--- src/rtl/eth_tx_scheduler.sv ---
// ---------------------------------------------------------------------------
// eth_tx_scheduler
//
// Shares one GMII transmit path between up to eight frame sources. Port 0
// (ARP) has fixed priority; ports 1..NUM_PORTS-1 are served round-robin.
// A grant lasts until the granted port signals end-of-frame, or until the
// watchdog expires. An inter-frame gap is always enforced before the next
// grant. The selected byte stream is registered toward the RGMII converter.
//
// Ports:
//   clk          GMII TX clock (125 MHz)
//   rstn         synchronous active-low reset
//   req          per-port transmit request (level)
//   done         per-port end-of-frame pulse
//   sel          one-hot grant, zero when nothing is granted
//   tx_en_in     per-port GMII enable
//   txd_in       per-port GMII data, port k at [8k+7:8k]
//   gmii_tx_en   registered, muxed GMII enable
//   gmii_txd     registered, muxed GMII data
//   busy         high while a grant or inter-frame gap is in progress
//   timeout_err  one-cycle pulse when the watchdog forces a release
//   err_port     index of the last port that timed out
// ---------------------------------------------------------------------------
module eth_tx_scheduler #(
    parameter int NUM_PORTS      = 4,
    parameter int IFG_CYCLES     = 12,
    parameter int TIMEOUT_CYCLES = 2048
) (
    input  logic                   clk,
    input  logic                   rstn,
    input  logic [NUM_PORTS-1:0]   req,
    input  logic [NUM_PORTS-1:0]   done,
    output logic [NUM_PORTS-1:0]   sel,
    input  logic [NUM_PORTS-1:0]   tx_en_in,
    input  logic [8*NUM_PORTS-1:0] txd_in,
    output logic                   gmii_tx_en,
    output logic [7:0]             gmii_txd,
    output logic                   busy,
    output logic                   timeout_err,
    output logic [2:0]             err_port
);

    localparam int WD_W  = $clog2(TIMEOUT_CYCLES) + 1;
    localparam int IFG_W = $clog2(IFG_CYCLES) + 1;

    localparam logic [WD_W-1:0]  WD_LIMIT  = WD_W'(TIMEOUT_CYCLES - 1);
    localparam logic [IFG_W-1:0] IFG_LIMIT = IFG_W'(IFG_CYCLES - 1);

    typedef enum logic [1:0] {
        IDLE,
        GRANT,
        IFG
    } state_t;

    state_t               state;
    logic [2:0]           rr_ptr;
    logic [2:0]           grant_idx;
    logic [WD_W-1:0]      wdog;
    logic [IFG_W-1:0]     ifg_cnt;

    logic [2:0]           winner;
    logic [NUM_PORTS-1:0] winner_onehot;
    logic                 found;
    logic                 mux_en;
    logic [7:0]           mux_txd;

    // Winner selection. Port 0 always wins when requesting; otherwise the
    // round-robin search starts just after rr_ptr and wraps from the last
    // port back to port 1 (port 0 is never part of the rotation).
    always_comb begin
        winner = 3'd0;
        found  = 1'b0;
        if (!req[0]) begin
            for (int off = 0; off < NUM_PORTS - 1; off++) begin
                for (int p = 1; p < NUM_PORTS; p++) begin
                    if (!found && req[p] &&
                        (p == ((int'(rr_ptr) + off) % (NUM_PORTS - 1)) + 1)) begin
                        winner = 3'(p);
                        found  = 1'b1;
                    end
                end
            end
        end
        for (int p = 0; p < NUM_PORTS; p++) begin
            winner_onehot[p] = (winner == 3'(p));
        end
    end

    // Byte-stream mux driven by the current grant; sel is one-hot or zero,
    // so at most one port contributes.
    always_comb begin
        mux_en  = 1'b0;
        mux_txd = 8'h00;
        for (int p = 0; p < NUM_PORTS; p++) begin
            if (sel[p]) begin
                mux_en  = tx_en_in[p];
                mux_txd = txd_in[8*p +: 8];
            end
        end
    end

    // Scheduler state machine with registered outputs. The done pulse of the
    // granted port takes precedence over a watchdog expiry in the same cycle.
    always_ff @(posedge clk) begin
        if (!rstn) begin
            state       <= IDLE;
            sel         <= '0;
            gmii_tx_en  <= 1'b0;
            gmii_txd    <= 8'h00;
            busy        <= 1'b0;
            timeout_err <= 1'b0;
            err_port    <= 3'd0;
            rr_ptr      <= 3'(NUM_PORTS - 1);
            grant_idx   <= 3'd0;
            wdog        <= '0;
            ifg_cnt     <= '0;
        end else begin
            timeout_err <= 1'b0;
            gmii_tx_en  <= mux_en;
            gmii_txd    <= mux_txd;

            case (state)
                IDLE: begin
                    if (|req) begin
                        sel       <= winner_onehot;
                        grant_idx <= winner;
                        wdog      <= '0;
                        busy      <= 1'b1;
                        state     <= GRANT;
                        if (winner != 3'd0) begin
                            rr_ptr <= winner;
                        end
                    end
                end

                GRANT: begin
                    if (|(done & sel)) begin
                        sel     <= '0;
                        ifg_cnt <= '0;
                        state   <= IFG;
                    end else if (wdog == WD_LIMIT) begin
                        sel         <= '0;
                        ifg_cnt     <= '0;
                        timeout_err <= 1'b1;
                        err_port    <= grant_idx;
                        state       <= IFG;
                    end else if (wdog != '1) begin
                        wdog <= wdog + 1'b1;
                    end
                end

                IFG: begin
                    if (ifg_cnt == IFG_LIMIT) begin
                        busy  <= 1'b0;
                        state <= IDLE;
                    end else if (ifg_cnt != '1) begin
                        ifg_cnt <= ifg_cnt + 1'b1;
                    end
                end

                default: begin
                    sel   <= '0;
                    busy  <= 1'b0;
                    state <= IDLE;
                end
            endcase
        end
    end

endmodule
--- config.mk ---
export PLATFORM = sky130hd
export DESIGN_NAME = eth_tx_scheduler
export DESIGN_NICKNAME = d
export VERILOG_FILES = /design/src/rtl/eth_tx_scheduler.sv
export SDC_FILE = /design/constraint.sdc
export NUM_CORES = 1
export LEC_CHECK = 0
export CAP_MARGIN = 20
export CORE_MARGIN = 3
export CORE_UTILIZATION = 33
export DETAILED_ROUTE_END_ITERATION = 8
export PLACE_DENSITY = 0.6
export RECOVER_POWER = 25
export SYNTH_ARGS = -nofsm -noshare
export SYNTH_HDL_FRONTEND = slang
export SYNTH_SLANG_ARGS = --single-unit
--- constraint.sdc ---
create_clock -name clk -period 2.6 [get_ports clk]
set_input_delay 0.26 -clock clk [delete_from_list [all_inputs] [get_ports clk]]
set_output_delay 0.26 -clock clk [all_outputs]
set_load 0.02 [all_outputs]
==> flow_metrics.tcl <==
set metrics [dict create \
    clockBufferDepth 2 \
    finalSetupTns_ns 0 \
    ys_seq_area_frac 0.409 \
    ctsResizeCount 0 \
    n_fill_cell 594 \
    dieWidth_um 83.0 \
    path_cells "inv_1, ha_1, o22ai_1, a2111oi_2, nand2_1, a221o_1" \
    ctsHoldBuffers 0 \
    synthArstFlopShare 0 \
    sw_frac_of_total 0.363 \
    grt_max_degree 26 \
    hp-class "flop to flop" \
    drc 0 \
    synth_xor_area_frac 0.0134 \
    cts_sinks 40 \
    nNetsFinal 352 \
    min_period_over_period 0.778 \
    ff2ff_path_depth 6 \
    wirelength_um 5080 \
    seqCellArea_um2 801 \
    ant_nets 0 \
    synth.net_count 291 \
    worstHoldPathCells 2 \
    synth_edf_count 0 \
    grt_pass1_wl_um 8390 \
    yosysWarnings 0 \
    yosys.area_share.simple 0.277 \
    crit_path_start_kind "flop" \
    n_antenna_cell 0 \
    synthAdderAreaFrac 0.0320 \
    max-cap-violations 0 \
    fp-row-count 27 \
    globalplace.congestion 0.735 \
    drt_pass1_iterations 4 \
    post_cts_buffers 0 \
    coreArea_um2 5610 \
    cts_buffers 5 \
    synth_area_leaders "dfxtp_1 (41%), a21oi_1 (7.2%), nor2_1 (4.8%)" \
    cts_root_buf "clkbuf_8" \
    netlist.area_leader.share 0.409 \
    ys_types 41 \
    multi_input_area_um2 1070 \
    p_leak_nw 0.988 \
    cts_tree "done" \
    seq_power_share 0.404 \
    pwr-share-clk 0.209 \
    critPathRequiredTime_ns 2.78 \
    pin_count 64 \
    synth_compound_area_frac 0.214 \
    ys_seq_elements 40 \
    critPathArrivalTime_ns 2.20 \
    synth-main-ff-cell "dfxtp_1" \
    io_buffers 62 \
    hpwl_um 3810 \
    internal_power_mw 1.19 \
    path_buf_inv 1 \
    crit_type "flop to flop" \
    setup_viol 0 \
    hold_viol_final 0 \
    syn_to_final_growth_pct 39.1 \
    powerDensity_nw_per_um2 687 \
    clk_pin_slew_ns 0.08 \
    synth.most_common_cell "dfxtp_1" \
    p_switching_mw 0.678 \
    globalRouteTotalUtil 0.147 \
    grt_antenna_before_repair 0 \
    grt-ovfl-total 0 \
    synthTopCellsByCount "dfxtp_1 (40), a21oi_1 (28), nor2_1 (25)" \
    cp.depth 6 \
    grt_pass1_vias 1764 \
    fin_area_um2 2720 \
    num_vias 1929 \
    ir_drop_uv 338 \
    cts_max_level 2 \
    synth.avg_cell_area_um2 8.15 \
    cpPeakStageDelay_ns 0.51 \
    worst_pin_slew_ns 0.656 \
    layout-drive-gt1-share 0.0532 \
    clk_latency_ns 0.29 \
    max_freq_mhz 494 \
    slew_headroom 0.562 \
    dieArea_um2 6890 \
    start_util 0.349 \
    synth_mux_area_frac 0.0102 \
    holdWs_ns 0.472 \
    crit_fanout 5 \
    end_kind "flop" \
    finalCriticalPeriod_ns 2.02 \
    synth_area_um2 1960 \
    power_frac_comb 0.387 \
    chipHeight_um 83.0 \
    synth_top_cell_by_area "dfxtp_1" \
    first_iter_violations 46 \
    fin_worst_skew_ns 0.00768 \
    slew_viol_final 0 \
    routedWlPerCell_um 13.6 \
    crit_family "compound AO/OA/AOI/OAI gates" \
    synthCells 240 \
    rsz0062_at_grt "false" \
    synth_top_family_by_area "simple AND/OR/NAND/NOR gates" \
    vias_per_cell 5.17 \
    status "complete, no violations" \
    slowest_stage "a2111oi_2" \
    place_area_um2 2650 \
]
[cell families after synthesis]
logic type,after synthesis
buf+inv,20
mux,2
fa+ha+maj,5
xor+xnor,3
flops,40
compound gates,65
simple gates,104
other cells,1
[registers in the layout (all words and copies together), names as in the netlist]
name,count
grant_idx,2
rr_ptr,2
sel,4
timeout_err,1
gmii_tx_en,1
err_port,2
wdog,12
gmii_txd,8
ifg_cnt,5
state,2
busy,1
[worst min-delay path: cells and delay by family (launching register included)]
kind	cells	cell delay [ns]
DFF	1	0.32
and+or+nand+nor	1	0.05
AOI/OAI and AO/OA	1	0.05
[stage by stage]
| step | util | power, mW | setup slack (ns) | std cells |
|---|---|---|---|---|
| floorplan | - | 1.24 | 0.787 | 240 |
| global placement | 0.472 | 1.51 | 0.480 | 366 |
| detailed placement | 0.472 | 1.51 | 0.422 | 366 |
| CTS | 0.486 | 1.90 | 0.597 | 373 |
| global route | 0.485 | 2.01 | 0.447 | 373 |
| finish | 0.485 | 1.87 | 0.576 | 373 |
[cells in the final DEF (no fill, tap or decap), types with 3 or more instances in the layout]
| cell type | Yosys | final |
|---|---|---|
| o32ai_1 | 3 | 3 |
| nor2_1 | 25 | 25 |
| buf_4 | 1 | 5 |
| nand4_1 | 3 | 3 |
| a21oi_1 | 28 | 28 |
| a221oi_1 | 9 | 9 |
| dlygate4sd3_1 | 0 | 11 |
| or3_1 | 9 | 9 |
| and4_1 | 3 | 3 |
| clkdlybuf4s50_1 | 0 | 51 |
| o22ai_1 | 3 | 3 |
| nand2_1 | 20 | 20 |
| clkbuf_8 | 0 | 5 |
| inv_1 | 7 | 7 |
| nand3_1 | 6 | 7 |
| dfxtp_1 | 40 | 40 |
| ha_1 | 5 | 5 |
| nor2b_1 | 11 | 11 |
| nor3_1 | 14 | 14 |
| o21ai_0 | 12 | 12 |
[final timing paths]
| kind | slack [ns] | startpoint | endpoint |
|---|---|---|---|
| max reg2reg | 0.58 | rr_ptr[0]$_SDFFE_PN1P_ | rr_ptr[1]$_SDFFE_PN1P_ |
| min reg2reg | 0.47 | grant_idx[1]$_SDFFE_PN0P_ | grant_idx[1]$_SDFFE_PN0P_ |
| min | 0.47 | grant_idx[1]$_SDFFE_PN0P_ | grant_idx[1]$_SDFFE_PN0P_ |
| max | 0.58 | rr_ptr[0]$_SDFFE_PN1P_ | rr_ptr[1]$_SDFFE_PN1P_ |
[power groups by stage]
stage / logic, mW / clock network (mW) / registers, mW
6_report: 0.722 / 0.390 / 0.755
4_1_cts: 0.743 / 0.401 / 0.758
3_3_place_gp: 0.737 / 0 / 0.770
3_5_place_dp: 0.740 / 0 / 0.771
5_1_grt: 0.807 / 0.435 / 0.768
2_1_floorplan: 0.432 / 0 / 0.810
[layer usage]
layer	GRT usage	vias to the layer above	share of wire
met3	0.0367	5	0.029
li1	-	991	-
met2	0.243	21	0.50
met4	0.0475	0	0.013
met1	0.186	912	0.46
met5	0	-	0
[layout make-up]
cell class	count	share of cell area
Inverter	7	0.00966
Timing Repair Buffer	67	0.242
Multi-Input combinational cell	180	0.392
Sequential cell	40	0.294
Clock inverter	1	0.00184
Clock buffer	6	0.0267
Tap cell	72	0.0331
Note: power is estimated with default switching activity, not from simulation.
